==> config.mk <==
export PLATFORM = sky130hd
export DESIGN_NAME = lsu_ctrl
export DESIGN_NICKNAME = d
export VERILOG_FILES = /design/src/rtl/lsu_ctrl.sv
export SDC_FILE = /design/constraint.sdc
export NUM_CORES = 1
export LEC_CHECK = 0
export CAP_MARGIN = 15
export CORE_UTILIZATION = 40
export CTS_CLUSTER_SIZE = 25
export DETAILED_ROUTE_END_ITERATION = 8
export PLACE_DENSITY = 0.8
export SLEW_MARGIN = 5
export SYNTH_ARGS = -nofsm -noshare
export SYNTH_HDL_FRONTEND = slang
export SYNTH_SLANG_ARGS = --single-unit
export TNS_END_PERCENT = 1
==> constraint.sdc <==
create_clock -name clk -period 3.69 [get_ports clk]
set_clock_uncertainty 0.2 [all_clocks]
set_input_delay 0.5535 -clock clk [delete_from_list [all_inputs] [get_ports clk]]
set_output_delay 0.5535 -clock clk [all_outputs]
set_load 0.005 [all_outputs]
==> src/rtl/lsu_ctrl.sv <==
// ---------------------------------------------------------------------------
// lsu_ctrl
//   Load/store control unit placed in front of the physical-memory model.
//   It takes one load or store at a time and checks alignment and funct3.
//   Legal requests drive one word-aligned memory access that lasts LATENCY
//   cycles. The result is returned on a valid/ready response port.
//
// Parameters
//   LATENCY    : cycles mem_valid stays high per access (1..15)
//
// Ports
//   clk, rst   : clock (rising edge), asynchronous active-high reset
//   req_*      : request channel (valid/ready, wen, addr, wdata, funct3)
//   resp_*     : response channel (valid/ready, rdata, err)
//   mem_*      : memory port (valid, raddr/rdata, wen/waddr/wdata/wmask)
// ---------------------------------------------------------------------------
module lsu_ctrl #(
  parameter int LATENCY = 1
) (
  input  logic        clk,
  input  logic        rst,

  input  logic        req_valid,
  output logic        req_ready,
  input  logic        req_wen,
  input  logic [31:0] req_addr,
  input  logic [31:0] req_wdata,
  input  logic [2:0]  req_funct3,

  output logic        resp_valid,
  input  logic        resp_ready,
  output logic [31:0] resp_rdata,
  output logic        resp_err,

  output logic        mem_valid,
  output logic [31:0] mem_raddr,
  input  logic [31:0] mem_rdata,
  output logic        mem_wen,
  output logic [31:0] mem_waddr,
  output logic [31:0] mem_wdata,
  output logic [7:0]  mem_wmask
);

  typedef enum logic [1:0] {
    ST_IDLE,
    ST_ACCESS,
    ST_RESP
  } state_e;

  localparam logic [3:0] CNT_INIT = 4'(LATENCY - 1);

  state_e      state_q, state_d;
  logic [3:0]  cnt_q, cnt_d;
  logic        wen_q, wen_d;
  logic [31:0] addr_q, addr_d;
  logic [31:0] wdata_q, wdata_d;
  logic [2:0]  funct3_q, funct3_d;
  logic        err_q, err_d;
  logic [31:0] rdata_q, rdata_d;

  // -------------------------------------------------------------------------
  // Request legality, evaluated on the incoming request in IDLE.
  // funct3[1:0] encodes the access size: 00 byte, 01 half, 10 word.
  // -------------------------------------------------------------------------
  logic [1:0] req_size;
  logic       req_f3_ok;
  logic       req_misaligned;
  logic       req_ok;

  always_comb begin
    req_size  = req_funct3[1:0];
    req_f3_ok = 1'b0;
    if (req_wen) begin
      req_f3_ok = (req_funct3 == 3'b000) || (req_funct3 == 3'b001) ||
                  (req_funct3 == 3'b010);
    end else begin
      req_f3_ok = !((req_funct3 == 3'b011) || (req_funct3 == 3'b110) ||
                    (req_funct3 == 3'b111));
    end
    req_misaligned = ((req_size == 2'b01) && req_addr[0]) ||
                     ((req_size == 2'b10) && (req_addr[1:0] != 2'b00));
    req_ok = req_f3_ok && !req_misaligned;
  end

  // -------------------------------------------------------------------------
  // Datapath helpers working on the latched request
  // -------------------------------------------------------------------------
  logic [1:0]  off;
  logic [1:0]  size_q;
  logic        in_access;
  logic        access_last;
  logic [3:0]  lane_mask;
  logic [31:0] load_shift;
  logic [31:0] load_ext;

  assign off         = addr_q[1:0];
  assign size_q      = funct3_q[1:0];
  assign in_access   = (state_q == ST_ACCESS);
  assign access_last = in_access && (cnt_q == 4'd0);

  // Byte-lane enables: a byte hits only its own lane, a half covers the
  // aligned lane pair selected by off[1], and a word covers every lane.
  for (genvar gi = 0; gi < 4; gi++) begin : g_lane
    localparam logic [1:0] LANE = 2'(gi);
    assign lane_mask[gi] = (size_q == 2'b10) ||
                           ((size_q == 2'b01) && (off[1] == LANE[1])) ||
                           ((size_q == 2'b00) && (off == LANE));
  end

  // Bring the addressed byte/half down to bit 0, then extend per funct3.
  assign load_shift = mem_rdata >> {off, 3'b000};

  always_comb begin
    load_ext = 32'h0;
    case (funct3_q)
      3'b000:  load_ext = {{24{load_shift[7]}}, load_shift[7:0]};
      3'b001:  load_ext = {{16{load_shift[15]}}, load_shift[15:0]};
      3'b010:  load_ext = mem_rdata;
      3'b100:  load_ext = {24'h0, load_shift[7:0]};
      3'b101:  load_ext = {16'h0, load_shift[15:0]};
      default: load_ext = 32'h0;
    endcase
  end

  // -------------------------------------------------------------------------
  // Next-state logic
  // -------------------------------------------------------------------------
  always_comb begin
    state_d  = state_q;
    cnt_d    = cnt_q;
    wen_d    = wen_q;
    addr_d   = addr_q;
    wdata_d  = wdata_q;
    funct3_d = funct3_q;
    err_d    = err_q;
    rdata_d  = rdata_q;

    case (state_q)
      ST_IDLE: begin
        if (req_valid) begin
          wen_d    = req_wen;
          addr_d   = req_addr;
          wdata_d  = req_wdata;
          funct3_d = req_funct3;
          // Stores and errors answer with zero data, so clear it up front.
          rdata_d  = 32'h0;
          if (req_ok) begin
            err_d   = 1'b0;
            cnt_d   = CNT_INIT;
            state_d = ST_ACCESS;
          end else begin
            err_d   = 1'b1;
            state_d = ST_RESP;
          end
        end
      end

      ST_ACCESS: begin
        if (cnt_q == 4'd0) begin
          if (!wen_q) begin
            rdata_d = load_ext;
          end
          state_d = ST_RESP;
        end else begin
          cnt_d = cnt_q - 4'd1;
        end
      end

      ST_RESP: begin
        if (resp_ready) begin
          state_d = ST_IDLE;
        end
      end

      default: state_d = ST_IDLE;
    endcase
  end

  always_ff @(posedge clk or posedge rst) begin
    if (rst) begin
      state_q  <= ST_IDLE;
      cnt_q    <= 4'd0;
      wen_q    <= 1'b0;
      addr_q   <= 32'h0;
      wdata_q  <= 32'h0;
      funct3_q <= 3'b000;
      err_q    <= 1'b0;
      rdata_q  <= 32'h0;
    end else begin
      state_q  <= state_d;
      cnt_q    <= cnt_d;
      wen_q    <= wen_d;
      addr_q   <= addr_d;
      wdata_q  <= wdata_d;
      funct3_q <= funct3_d;
      err_q    <= err_d;
      rdata_q  <= rdata_d;
    end
  end

  // -------------------------------------------------------------------------
  // Outputs
  // -------------------------------------------------------------------------
  assign req_ready  = (state_q == ST_IDLE);

  assign resp_valid = (state_q == ST_RESP);
  assign resp_rdata = resp_valid ? rdata_q : 32'h0;
  assign resp_err   = resp_valid && err_q;

  assign mem_valid  = in_access;
  assign mem_raddr  = {addr_q[31:2], 2'b00};
  assign mem_waddr  = {addr_q[31:2], 2'b00};
  // The write strobe fires only in the final access cycle, so a store cut
  // short by reset never reaches memory.
  assign mem_wen    = access_last && wen_q;
  assign mem_wdata  = (in_access && wen_q) ? (wdata_q << {off, 3'b000}) : 32'h0;
  assign mem_wmask  = (in_access && wen_q) ? {4'b0000, lane_mask} : 8'h00;

endmodule

* Word-level counts from Yosys, hierarchy flattened
Cells that the tools add are included.
Word-level totals: flip-flop bits (word level) 107, input port bits 104
Cells by class: $add $sub $neg 1, eq/ne operators 24, shifts and indexed selects 2, muxes and demuxes 19, bitwise operators 1, reduce and logical (&&, ||, !) cells 38
Operators with widths (number):
- $mux W32 | 5
- $pmux W32 S5 | 1
- $pmux W32 S2 | 1
- $shl A32 B5 Y32 | 1
- $shr A32 B5 Y16 | 1
- $mux W4 | 4
- $logic_and A1 B1 Y1 | 13
- $eq A3 B3 Y1 const B | 4
- $logic_or A1 B1 Y1 | 11
- $eq A2 B2 Y1 const B | 5
- $eq A3 B2 Y1 const B | 3
- $eq A2 B1 Y1 const B | 4
- $mux W2 | 4
- $pmux W4 S2 | 1
- $reduce_and A4 Y1 | 2
- $eq A3 B1 Y1 const B | 2
- $logic_not A2 Y1 | 3
- $logic_not A3 Y1 | 2
- $ne A2 B1 Y1 const B | 3
- $ne A2 B2 Y1 const B | 3
- $pmux W2 S3 | 1
- $logic_not A4 Y1 | 1
- $reduce_bool A2 Y1 | 2
- $sub A4 B1 Y4 const B | 1
- 5 further kinds | 7

* Longest topological paths before layout
depth after elaboration 9, gate-level depth with buffers 7, depth with buffers taken out 7

* Worst setup path before layout
No wires, ideal clock.
kind reg2out, start point register addr_q[1], end point output port mem_wdata[24], arrival time 1.469 ns, data required time 2.937 ns, path slack 1.468 ns, cell stages (with the launch flop) 7, buffers on the path 4, path through dfrtp_1 > buf_4 > clkbuf_1 > buf_2 > buf_2 > a211oi_1 > a211oi_1
Between the ends: longest elaborated chain between the ends 2
RTL lines:
- start, declared | RTL line 55 | logic [31:0] addr_q, addr_d;
- start signal, assigned | RTL line 193 | addr_q <= addr_d;
- $shl A32 B5 Y32 | RTL line 216 | assign mem_wdata = (in_access && wen_q) ? (wdata_q << {off, 3'b000}) : 32'h0;
- $mux W32 | RTL line 216
- end, declared | RTL line 40 | output logic [31:0] mem_wdata,
No other way between the ends.

* Worst setup path after layout
start point register state_q[1], end point output port mem_wdata[7]
Between the ends: longest elaborated chain between the ends 3
RTL lines:
- start, declared | RTL line 52 | state_e state_q, state_d;
- start signal, assigned | RTL line 190 | state_q <= state_d;
- $eq A2 B1 Y1 | RTL line 98 | assign in_access = (state_q == ST_ACCESS);
- $logic_and A1 B1 Y1 | RTL line 216
- $mux W32 | RTL line 216
No other way between the ends.

==> impl_metrics.py <==
metrics = {
    "outcome": {
        "status": "finished clean",
    },
    "detailed_routing": {
        "vias_per_cell": 5.09,
        "drc": 0,
        "vias": 5766,
        "drt-total-wl_um": 18300,
        "drt-initial-drc-count": 401,
        "wire_per_inst_um": 16.2,
        "ant_nets": 0,
        "dr.pass1.iters": 5,
    },
    "power": {
        "powerDensity_nw_per_um2": 745,
        "p_leak_nw": 3.87,
        "ir_drop_v": 0.000325,
    },
    "global_route": {
        "grtUsageTotal": 0.228,
        "first_global_vias": 5512,
        "gr-total-overflow": 0,
        "antenna_found_initial": 0,
        "grt_max_degree": 47,
        "grt_pass1_wl_um": 28600,
    },
    "yosys": {
        "synth_top_area_cell": "dfrtp_1",
        "synthArstFlopShare": 1.00,
        "ys_types": 45,
        "synthTopCellsByArea": "dfrtp_1, nand2_1, buf_4",
        "syn_inst": 767,
        "synth_seq_cells": 107,
        "syn_avg_cell_area_um2": 8.19,
        "netlist_area_um2": 6280,
        "synthTopCellsByCount": "nand2_1, dfrtp_1, buf_4",
        "seq_area_frac_synth": 0.426,
        "yosysTopAreaCellShare": 0.426,
        "synthFlopType": "dfrtp_1",
        "synth_edf_count": 0,
        "yosys_warnings": 0,
        "synth_most_common_cell": "nand2_1",
    },
    "final_layout": {
        "stdcell_area_um2": 8680,
        "antennaDiodeCount": 0,
        "ff_latch_area_um2": 2680,
        "area_delta_synth_final_pct": 38.2,
        "fillCellCount": 1382,
        "fin_nets": 1022,
        "layout-drive-gt1-share": 0.0532,
        "fin_util": 0.569,
        "multi_input_comb_area_um2": 2880,
    },
    "timing": {
        "finalHoldViolCount": 0,
        "holdWs_ps": 278,
        "fin_crit_ps": 3400,
        "maxSlewViolCount": 0,
        "fmax_mhz": 294,
        "setup_viol": 0,
        "tightest_slew_ps": 873,
        "rsz0062_at_grt": "no",
        "relSlewSlack": 0.416,
        "worst_slack_ps": 290,
        "finalSetupTns_ps": 0,
        "timing.final.crit_share": 0.922,
    },
    "worst_setup_path": {
        "critPathCaptureType": "primary output",
        "crit_cells": 6,
        "required_ps": 2940,
        "critPathMaxStageDelay_ps": 500,
        "cp_cell_sequence": "nand2b_1 > inv_2 > nand3_1 > nor2_2 > and2_1 > clkdlybuf4s50_1",
        "setup.worst_path.start_class": "flop",
        "arrival_ps": 2650,
        "worst-path-max-fanout": 9,
        "cp_top_family": "simple AND/OR/NAND/NOR gates",
        "regToRegSetupSlack_ps": 930,
        "path_class": "reg2out",
        "slowest_stage": "clkdlybuf4s50_1",
        "reg2reg_depth": 5,
        "critPathBufInv": 2,
    },
    "flow_run": {
        "maxCapViolations": 0,
    },
    "placement": {
        "port_buffers": 236,
        "gp_congestion": 0.887,
        "pre_cts_slack_ps": 570,
        "dp_hpwl_um": 13300,
        "placed_cell_area_um2": 8340,
    },
    "clock_network": {
        "cts-buffers-inserted": 9,
        "cts_hold_buf": 0,
        "cts_max_path_buffers": 2,
        "cts_setup_buffers": 0,
        "insertion_delay_ps": 350,
        "cts.clk_slew.worst_paths_ps": 70,
        "clockRootBuffer": "clkbuf_16",
        "cts_tree": "yes",
        "htree_levels": 3,
        "ctsResizeCount": 0,
        "cts.sinks": 107,
    },
    "floorplanning": {
        "rows": 45,
        "die_area_um2": 16200,
        "io_pins": 245,
        "design.core.area_um2": 15300,
        "die_w_um": 127,
        "die_h_um": 127,
        "start_util": 0.411,
    },
    "worst_hold_path": {
        "holdPathStages": 2,
        "min_path_type": "reg2reg",
    },
}
-- placed cells by master (no fill, tap or decap), drive strengths merged, types with 18 or more instances in the layout --
cell type and instances:
mux2i 19, a22o 23, a21oi 44, and2 43
o21ai 18, nand3 25, dfrtp 107, clkdlybuf4s50 236
nand2 233, nor2 32
-- sequential cells by signal, summed over array words and instances, names as in the netlist --
name	cells
addr_q	32
cnt_q	4
err_q	1
funct3_q	3
rdata_q	32
state_q	2
wdata_q	32
wen_q	1
-- final timing paths --
| kind | start | end |
|---|---|---|
| setup / recovery | state_q[1] | mem_wdata[7] |
| hold / removal | wdata_q[24] | wdata_q[24] |
| setup reg to reg | addr_q[1] | rdata_q[14] |
| hold reg to reg | wdata_q[24] | wdata_q[24] |
| max in group asynchronous | rst | rdata_q[8] |
| min in group asynchronous | rst | rdata_q[6] |
-- metrics by stage --
| step | power, mW | std cells |
|---|---|---|
| 6_report | 6.47 | 1132 |
| 5_1_grt | 6.94 | 1132 |
| 4_1_cts | 6.50 | 1132 |
| 3_5_place_dp | 5.41 | 1116 |
| 3_3_place_gp | 5.33 | 1116 |
| 2_1_floorplan | 4.32 | 774 |
-- where the power goes --
group	internal, mW	switching (mW)	leakage [nW]
clock	0.621	0.453	0.160
sequential	1.65	0.514	1.37
combinational	1.58	1.65	2.34
total	3.85	2.61	3.87
-- metal layers --
metal | routed length [um] | part of all wire | track usage | vias to the layer above
li1 | - | - | - | 2787
met1 | 7870 | 0.43 | 0.293 | 2668
met2 | 8500 | 0.46 | 0.371 | 277
met3 | 1450 | 0.079 | 0.0553 | 34
met4 | 460 | 0.025 | 0.0882 | 0
met5 | 0 | 0 | 0 | -
-- layout make-up --
class / instances / area share
Clock buffer: 10 / 0.0275
Clock inverter: 6 / 0.0108
Inverter: 10 / 0.00461
Multi-Input combinational cell: 538 / 0.332
Sequential cell: 107 / 0.309
Tap cell: 211 / 0.0304
Timing Repair Buffer: 250 / 0.286
-- worst reg2reg max path, cell delays in order, from the launching register on --
cell and delay (ps):
dfrtp_2 540, buf_4 440, mux2i_1 170, or3_1 630, a211oi_2 550, a221o_1 190
-- kinds of logic after synthesis --
kind of cell    share of synthesized area
other cells                      0.000597
compound gates                      0.153
buf+inv                             0.122
simple gates                        0.262
flops                               0.426
mux                                0.0303
xor+xnor                          0.00140
fa+ha+maj                         0.00399
Note: power is estimated with default switching activity, not from simulation.
